### src/rtl/riscv_pkg.sv
// Shared RV64 constants and the fetch-entry record passed from fetch to decode.
package riscv_pkg;

  localparam int XLEN = 64;
  localparam int ILEN = 32;
  localparam logic [ILEN-1:0] NOP = 32'h0000_0013;

  typedef struct packed {
    logic [XLEN-1:0] pc;
    logic [ILEN-1:0] instr;
    logic            misalign;
  } fetch_entry_t;

endpackage

### src/rtl/if_fifo.sv
// Prefetch buffer: DEPTH-entry synchronous FIFO with flush; head is read from registered storage.
module if_fifo
  import riscv_pkg::*;
#(
  parameter int DEPTH = 4,
  localparam int PW = $clog2(DEPTH),
  localparam int CW = PW + 1
) (
  input  logic          clk,
  input  logic          rst,
  input  logic          flush,
  input  logic          push,
  input  fetch_entry_t  din,
  input  logic          pop,
  output fetch_entry_t  dout,
  output logic [CW-1:0] count
);

  fetch_entry_t  mem [DEPTH];
  fetch_entry_t  hold;
  logic [PW-1:0] wr_ptr;
  logic [PW-1:0] rd_ptr;
  logic          empty;
  logic          do_push;
  logic          do_pop;

  assign empty   = (count == '0);
  assign do_push = push && !flush;
  assign do_pop  = pop && !empty && !flush;

  // When empty, keep presenting whatever was last on the output.
  assign dout = empty ? hold : mem[rd_ptr];

  always_ff @(posedge clk) begin
    if (do_push) mem[wr_ptr] <= din;
  end

  always_ff @(posedge clk or posedge rst) begin
    if (rst) begin
      wr_ptr <= '0;
      rd_ptr <= '0;
      count  <= '0;
      hold   <= '0;
    end else begin
      hold <= dout;
      if (flush) begin
        wr_ptr <= '0;
        rd_ptr <= '0;
        count  <= '0;
      end else begin
        if (do_push) wr_ptr <= wr_ptr + PW'(1);
        if (do_pop)  rd_ptr <= rd_ptr + PW'(1);
        count <= count + CW'(do_push) - CW'(do_pop);
      end
    end
  end

  always @(posedge clk) begin
    if (!rst) assert (!(do_push && count == CW'(DEPTH)));
  end

endmodule

### src/rtl/if_prefetch.sv
// Instruction-fetch stage: drives the ROM, buffers responses with their PC, hands them to decode.
// Define IF_MISALIGN_TRAP_EN to turn misaligned redirect targets into a single flagged NOP entry.
module if_prefetch #(
  parameter int              XLEN     = riscv_pkg::XLEN,
  parameter int              DEPTH    = 4,
  parameter int              AW       = 8,
  parameter logic [XLEN-1:0] RESET_PC = '0
) (
  input  logic            clk,
  input  logic            rst,
  output logic            rom_en,
  output logic [AW-1:0]   rom_addr,
  input  logic [31:0]     rom_data,
  output logic            out_valid,
  input  logic            out_ready,
  output logic [31:0]     out_instr,
  output logic [XLEN-1:0] out_pc,
`ifdef IF_MISALIGN_TRAP_EN
  output logic            out_misalign,
`endif
  input  logic            redirect_valid,
  input  logic [XLEN-1:0] redirect_pc
);

  localparam int CW = $clog2(DEPTH) + 1;
  localparam int OW = CW + 1;
  localparam int EW = riscv_pkg::XLEN;

  logic [XLEN-1:0]        fetch_pc;
  logic [XLEN-1:0]        inflight_pc;
  logic [XLEN-1:0]        target_pc;
  logic                   inflight;
  logic                   inflight_epoch;
  logic                   inflight_trap;
  logic                   epoch;
  logic                   halted;
  logic                   misaligned;
  logic                   issue;
  logic                   push;
  logic                   pop;
  logic [CW-1:0]          count;
  logic [OW-1:0]          occupancy;
  riscv_pkg::fetch_entry_t push_entry;
  riscv_pkg::fetch_entry_t head;

`ifdef IF_MISALIGN_TRAP_EN
  assign misaligned   = (redirect_pc[1:0] != 2'b00);
  assign target_pc    = redirect_pc;
  assign out_misalign = head.misalign;
`else
  logic unused_bits;
  assign misaligned  = 1'b0;
  assign target_pc   = {redirect_pc[XLEN-1:2], 2'b00};
  assign unused_bits = ^{redirect_pc[1:0], head.misalign};
`endif

  // Decode handshake: an entry transfers on any cycle where out_valid && out_ready;
  // out_valid never depends on out_ready, and a transfer coinciding with a redirect still counts.
  assign pop       = out_valid && out_ready;
  assign out_valid = (count != '0);
  assign out_instr = head.instr;
  assign out_pc    = XLEN'(head.pc);

  // Reserve a slot for every outstanding read so the FIFO cannot overflow.
  assign occupancy = OW'(count) + OW'(inflight) - OW'(pop);
  assign issue     = !rst && !redirect_valid && !halted && (occupancy < OW'(DEPTH));
  assign rom_en    = issue;
  assign rom_addr  = fetch_pc[AW+1:2];

  // Responses tagged with an older epoch belong to a fetch stream that was redirected away.
  assign push = inflight && (inflight_epoch == epoch) && !redirect_valid;

  always_comb begin
    push_entry          = '0;
    push_entry.pc       = EW'(inflight_pc);
    push_entry.instr    = inflight_trap ? riscv_pkg::NOP : rom_data;
    push_entry.misalign = inflight_trap;
  end

  always_ff @(posedge clk or posedge rst) begin
    if (rst) begin
      fetch_pc       <= RESET_PC;
      inflight       <= 1'b0;
      inflight_pc    <= '0;
      inflight_epoch <= 1'b0;
      inflight_trap  <= 1'b0;
      epoch          <= 1'b0;
      halted         <= 1'b0;
    end else if (redirect_valid) begin
      // A misaligned target is queued as a pseudo-response instead of a ROM read.
      epoch          <= ~epoch;
      fetch_pc       <= target_pc;
      halted         <= misaligned;
      inflight       <= misaligned;
      inflight_trap  <= misaligned;
      inflight_pc    <= target_pc;
      inflight_epoch <= ~epoch;
    end else begin
      inflight      <= issue;
      inflight_trap <= 1'b0;
      if (issue) begin
        fetch_pc       <= fetch_pc + XLEN'(4);
        inflight_pc    <= fetch_pc;
        inflight_epoch <= epoch;
      end
    end
  end

  if_fifo #(
    .DEPTH (DEPTH)
  ) u_fifo (
    .clk   (clk),
    .rst   (rst),
    .flush (redirect_valid),
    .push  (push),
    .din   (push_entry),
    .pop   (pop),
    .dout  (head),
    .count (count)
  );

endmodule
### config.mk
export PLATFORM = sky130hd
export DESIGN_NAME = if_prefetch
export DESIGN_NICKNAME = d
export VERILOG_FILES = /design/src/rtl/riscv_pkg.sv /design/src/rtl/if_fifo.sv /design/src/rtl/if_prefetch.sv
export SDC_FILE = /design/constraint.sdc
export NUM_CORES = 1
export LEC_CHECK = 0
export CORE_ASPECT_RATIO = 2
export CORE_MARGIN = 2
export CORE_UTILIZATION = 40
export DETAILED_ROUTE_END_ITERATION = 8
export DONT_BUFFER_PORTS = 1
export MAX_ROUTING_LAYER = met4
export PLACE_DENSITY = 0.64
export SLEW_MARGIN = 20
export SYNTH_ARGS = -nofsm -noshare
export SYNTH_HDL_FRONTEND = slang
export SYNTH_SLANG_ARGS = --single-unit
### constraint.sdc
create_clock -name clk -period 8.85 [get_ports clk]
set_input_delay 1.77 -clock clk [delete_from_list [all_inputs] [get_ports clk]]
set_output_delay 1.77 -clock clk [all_outputs]
set_load 0.05 [all_outputs]
# == After elaboration in Yosys (flattened, before gate mapping) ==
# Memories as Yosys holds them, arrays and structs flattened.
# Index checks and enable logic that the tools add are counted.
# op_classes
bitwise_logic,1
n_mux,15
n_eq_ne,1
reduce_logical,16
magnitude_cmp,1
addsub,7
# ops
op,count
$mux 64,4
$mux 97,1
$add 64x3->64 const B,1
$logic_and 1x1->1,8
$mux 2,4
$reduce_bool 2->1,3
$mux 1,5
$add 2x1->2 const B,2
$add 3x1->4,1
$lt 4x3->1 const B,1
$sub 4x1->4,1
$add 3x1->3,1
$logic_not 1->1,3
$logic_not 3->1,1
$mux 3,1
$reduce_bool 3->1,1
$sub 3x1->3,1
$eq 1x1->1,1
$not 1->1,1
# word_totals
word_cells,53
input_bits,100
reg_bits,235
memories,1
ramBits,384
# memory_table
name,words,width,rd,rd_clocked_by_memory_dff,wr,line_no,rtl
u_fifo.mem,4,96,1,0,1,if_fifo.sv:19,fetch_entry_t mem [DEPTH];

# == Depth between registers and ports, before layout ==
# depth
word_depth,7
ltp_mapped,13

# == Cells and area by module ==
# A second synthesis with hierarchy kept.
# unflattened
hier_cells,1539
area_unflattened_um2,24946.4
# by_module_without_submodules
mod,instances,seq_area_each_um2,cells_per_inst,area_each_um2
if_fifo,1,14253.7,754,17968.5
if_prefetch,1,3203.1,785,6977.9

# == Worst setup path before layout ==
# Ideal clock, no wire load.
# synth_path
kind,input to register
from,input port rst
to,register fetch_pc[61]
setup_slack_ps,-309
arrival_ps,9024
setup_ps,134
cell_stages,6
path_cell_list,inv_1 o21ai_0 and2_1 clkbuf_1 nor4bb_1 a211oi_2
# synth_between
elab_chain_cells,4
# synth_rtl
item,line_no,rtl
from (decl),if_prefetch.sv:10,"input logic rst,"
$logic_not 1->1 (no line),n/a,
$logic_and 1x1->1 (2 in a row),if_prefetch.sv:66,assign issue = !rst && !redirect_valid && !halted && (occupancy < OW'(DEPTH));
$reduce_bool 2->1 (no line),n/a,
to (signal assigned),if_prefetch.sv:92,fetch_pc <= target_pc;
to (signal assigned),if_prefetch.sv:102,fetch_pc <= fetch_pc + XLEN'(4);
to (decl),if_prefetch.sv:29,logic [XLEN-1:0] fetch_pc;
# Every way passes these cells.
# A chain may end at the register's enable or synchronous reset.

# == Worst setup path in the final report ==
# layout_path
from,register u_fifo.count[1]
to,output port rom_en
# layout_between
elab_chain_cells,5
elab_cells_between_ends,6
cone_classes,add/sub (2); order compare (1); reduce/logical (3)
# layout_rtl
item,line_no,rtl
from (decl),if_fifo.sv:16,output logic [CW-1:0] count
from (signal assigned),if_fifo.sv:53,count <= count + CW'(do_push) - CW'(do_pop);
branches (longest 2 deep; another with $add 3x1->4),n/a,
$sub 4x1->4 *,if_prefetch.sv:65,assign occupancy = OW'(count) + OW'(inflight) - OW'(pop);
$lt 4x3->1 *,if_prefetch.sv:66,
$logic_and 1x1->1 *,if_prefetch.sv:66,
to (decl),if_prefetch.sv:11,"output logic rom_en,"
# Every way passes the cells marked *.

==> out/qor_table.md <==
| Parameter | Value | Unit |
|:---|:---|:---|
| Result of the run | complete, no violations | - |
| Routed length per instance | 23.7 | µm |
| Level count of the clock H-tree | 2 | - |
| Die Footprint | 62,700 | µm² |
| Sum of net half-perimeters after detailed placement | 36,800 | µm |
| Number of I/O pins | 206 | - |
| Total negative slack for setup checks | 0 | ns |
| Switching portion of total power | 45.6 | % |
| Number of unique standard cell types used by synthesis | 65 | - |
| Worst-case clock buffer depth | 3 | - |
| Vias after detailed routing | 13,600 | - |
| # resized after CTS | 0 | - |
| Post-layout min period | 5.87 | ns |
| Starting utilization of the core area | 40.4 | % |
| Crit end category | output port | - |
| Most frequently used flop master after synthesis | edfxtp_1 | - |
| Number of nets still failing antenna checks after routing | 0 | - |
| Hold buffers post-CTS | 0 | - |
| Clock insertion delay at the later pin of the skew report | 0.60 | ns |
| Synthesized net count | 1,784 | - |
| Lkg Pwr | 9.72 | nW |
| Area taken by flip-flops and latches | 17,200 | µm² |
| Path class of the lowest-slack min-delay path | reg2reg | - |
| Area of the core | 59,900 | µm² |
| Via count of the first global-routing pass | 14,300 | - |
| Clock-pin transition on the worst setup and hold timing paths | 0.07 | ns |
| CP required | 7.08 | ns |
| Multi-input combinational cell area | 6590 | µm² |
| Total of max-cap violations | 0 | - |
| Post-synthesis sequential element count | 611 | - |
| Number of DRC violations after detailed-routing iteration 0 | 834 | - |
| Share of cells above drive strength 1 | 14.6 | % |
| Vertical die dimension | 352 | µm |
| Unrepaired setup endpoints after global routing | no | - |
| Worst-path maximum fanout | 70 | - |
| Least-Margin Pin Slew | 1.03 | ns |
| Post-synthesis cell count | 1,673 | - |
| Die extent in x | 178 | µm |
| Count of final hold-check violations | 0 | - |
| Fraction of power consumed by combinational cells | 38.9 | % |
| Row count | 127 | - |
| Setup crit start kind | register | - |
| Number of buffers added for setup after CTS | 0 | - |
| Count of buffers from port buffering | 0 | - |
| Max-slew headroom | 30.8 | % |
| EDFF count, synth | 380 | - |
| Pin count of the biggest net entering global routing | 71 | - |
| Length of the first detailed-routing pass in iterations | 5 | - |
| Worst IR Drop VDD | 0.000216 | V |
| Maximum operating frequency | 170 | MHz |
| Clock power share | 23.3 | % |
| Mean instance size in the synthesized netlist | 14.5 | µm² |
| Seq/Total Area, Yosys | 71.0 | % |
| Global-route wire length before repair | 87,900 | µm |
| Internal power | 5.52 | mW |
| Sequential fraction of design power | 37.8 | % |
| Final Net Count | 1,761 | - |
| Vias per std cell | 5.51 | - |
| Power spent charging and discharging nets | 4.63 | mW |
| Clock tree from TritonCTS | done | - |
| Post-Route Skew | 0.0220 | ns |
| Post-synthesis async set-or-reset flop share | 37.8 | % |
| Worst path arrival time | 4.10 | ns |
| Warnings from Yosys | 0 | - |
| Final-report max-slew violation count | 0 | - |
| Number of antenna violations at the first check in global routing | 1 | - |
| Tot GR Track Use | 19.3 | % |
| CTS sink count | 611 | - |
| Clock buffer count from CTS | 52 | - |
| Final wirelength | 58,400 | µm |
| Finished Core Util | 44.6 | % |
| Syn-to-layout area delta | 10.4 | % |
| Worst Setup Path Type | reg2out | - |
| Post-synth design cell area | 24,200 | µm² |
| Number of setup violations in the final report | 0 | - |
| Master cell of the clock root buffer | clkbuf_16 | - |
| Final critical-path share of the clock period | 66.4 | % |
| Total grt overflow | 0 | - |
| Power density relative to cell area | 380 | nW/µm² |
| Routability congestion estimate | 0.873 | - |
| # fillers | 5,274 | - |
| DRC errors left | 0 | - |
## layout by cell type (no fill, tap or decap), types with 3 or more instances in the layout
cell        netlist  layout
a211oi_1         24      24
a21oi_1          21      21
a311oi_1         10      10
a31o_2            5       5
a31oi_1          63      63
a41o_1            7       7
and2_1           10       6
and2_4            0       4
and3_1           16      16
and4_1            4       4
buf_4             8      20
bufinv_16         0       5
clkbuf_1         65       7
clkbuf_16         0      52
clkbuf_8          0       9
clkinv_2          0      14
clkinvlp_4        0       5
dfrtp_1         231     229
edfxtp_1        380     380
ha_1             10      10
inv_1            16      13
mux2i_1           5       5
mux4_2           95      95
nand2_1         424     424
nand3_1          20      20
nand4_1          17      17
nor2_1           97      97
nor3_1           27      26
nor4_1            5       5
nor4_2            3       3
nor4_4            3       3
o21ai_0           8       8
o31ai_1           4       4
or2_2             5       5
xnor2_1          15      15
xor2_1           13      13
## area by class of cell
type / instances / area share (%)
flip-flops and latches: 611 / 64.3
well taps: 774 / 3.62
diodes: 1 / 0.00936
clock buffers: 68 / 5.43
multi-input cells: 948 / 24.7
clock inverters: 29 / 1.14
repair buffers: 20 / 0.561
inverters: 17 / 0.271
## kinds of logic (layout without fill, tap and decap cells)
group                      after synthesis  after routing  share of synthesized area, %
and+or+nand+nor                        651            651                          11.8
DFF                                    611            611                          71.0
AOI/OAI and AO/OA                      157            157                          4.60
buffers and inverters                  114            134                          1.93
muxes                                  101            101                          9.08
xor gates and xnor gates                28             28                          1.01
adders and majority gates               11             11                         0.599
other                                    0              1                             0
## critical path: stages, from the launching register on
cell and delay [ns]:
dfrtp_1 0.44, nor3_2 0.19, buf_4 0.73, nor2b_1 0.22, ha_1 0.25, inv_1 0.05, ha_1 0.21, and3b_2 0.22
nor4_2 0.50, o21ai_4 0.08, inv_2 0.05, buf_4 0.52
## Yosys cell counts (7+ instances only)
master | n | share of area (%)
nand2_1 | 424 | 6.6
edfxtp_1 | 380 | 47
dfrtp_1 | 231 | 24
nor2_1 | 97 | 1.5
mux4_2 | 95 | 8.8
clkbuf_1 | 65 | 1.0
a31oi_1 | 63 | 1.6
nor3_1 | 27 | 0.56
a211oi_1 | 24 | 0.74
a21oi_1 | 21 | 0.43
nand3_1 | 20 | 0.41
buf_1 | 17 | 0.26
nand4_1 | 17 | 0.44
and3_1 | 16 | 0.41
inv_1 | 16 | 0.25
xnor2_1 | 15 | 0.54
xor2_1 | 13 | 0.47
a311oi_1 | 10 | 0.36
and2_1 | 10 | 0.26
ha_1 | 10 | 0.52
buf_4 | 8 | 0.25
o21ai_0 | 8 | 0.17
a41o_1 | 7 | 0.29
## per-stage QoR
step	total power [mW]	area (µm²)	cells	hold WS, ns	setup slack [ns]
after floorplan	7.14	24200	1673	0.451	1.95
after global placement	7.85	25000	2370	0.470	3.17
after detailed placement	7.93	25000	2370	0.489	3.18
after CTS	10.3	26700	2467	0.505	2.87
after global routing	10.6	26700	2468	0.509	2.66
final	10.2	26700	2468	0.501	2.98
## path summary, 6_finish.rpt
kind | startpoint | end | slack (ns) | depth (start not counted)
worst max-delay path | u_fifo.count[1] | rom_en | 2.98 | 11
worst min-delay path | epoch | epoch | 0.50 | 1
worst max register to register | u_fifo.count[1] | fetch_pc[19] | 3.85 | 15
worst min register to register | epoch | epoch | 0.50 | 1
max in group asynchronous | rst | u_fifo.hold[3] | 6.19 | 2
min in group asynchronous | rst | fetch_pc[33] | 1.20 | 1
## routing by layer
metal / GRT usage [%] / vias up / part of all wire [%]
li1: - / 6096 / -
met1: 21.6 / 7000 / 37
met2: 33.6 / 389 / 53
met3: 3.90 / 112 / 6.2
met4: 7.26 / 0 / 3.6
met5: - / - / 0
## registers in the layout, indices dropped and copies added, names as in the netlist
| signal | flops |
|---|---|
| inflight | 1 |
| inflight_epoch | 1 |
| inflight_pc | 63 |
| u_fifo.hold | 96 |
| u_fifo.count | 3 |
| epoch | 1 |
| fetch_pc | 62 |
| u_fifo.wr_ptr | 2 |
| u_fifo.mem | 380 |
| u_fifo.rd_ptr | 2 |
## power by group through the flow
stage	Combinational (mW)	Sequential (mW)	Clock, mW
2_1_floorplan	3.40	3.74	0
3_3_place_gp	3.97	3.88	0
3_5_place_dp	4.02	3.91	0
4_1_cts	4.03	3.85	2.42
5_1_grt	4.22	3.90	2.52
6_report	3.95	3.84	2.36
Power figures use the tool's default switching activity.
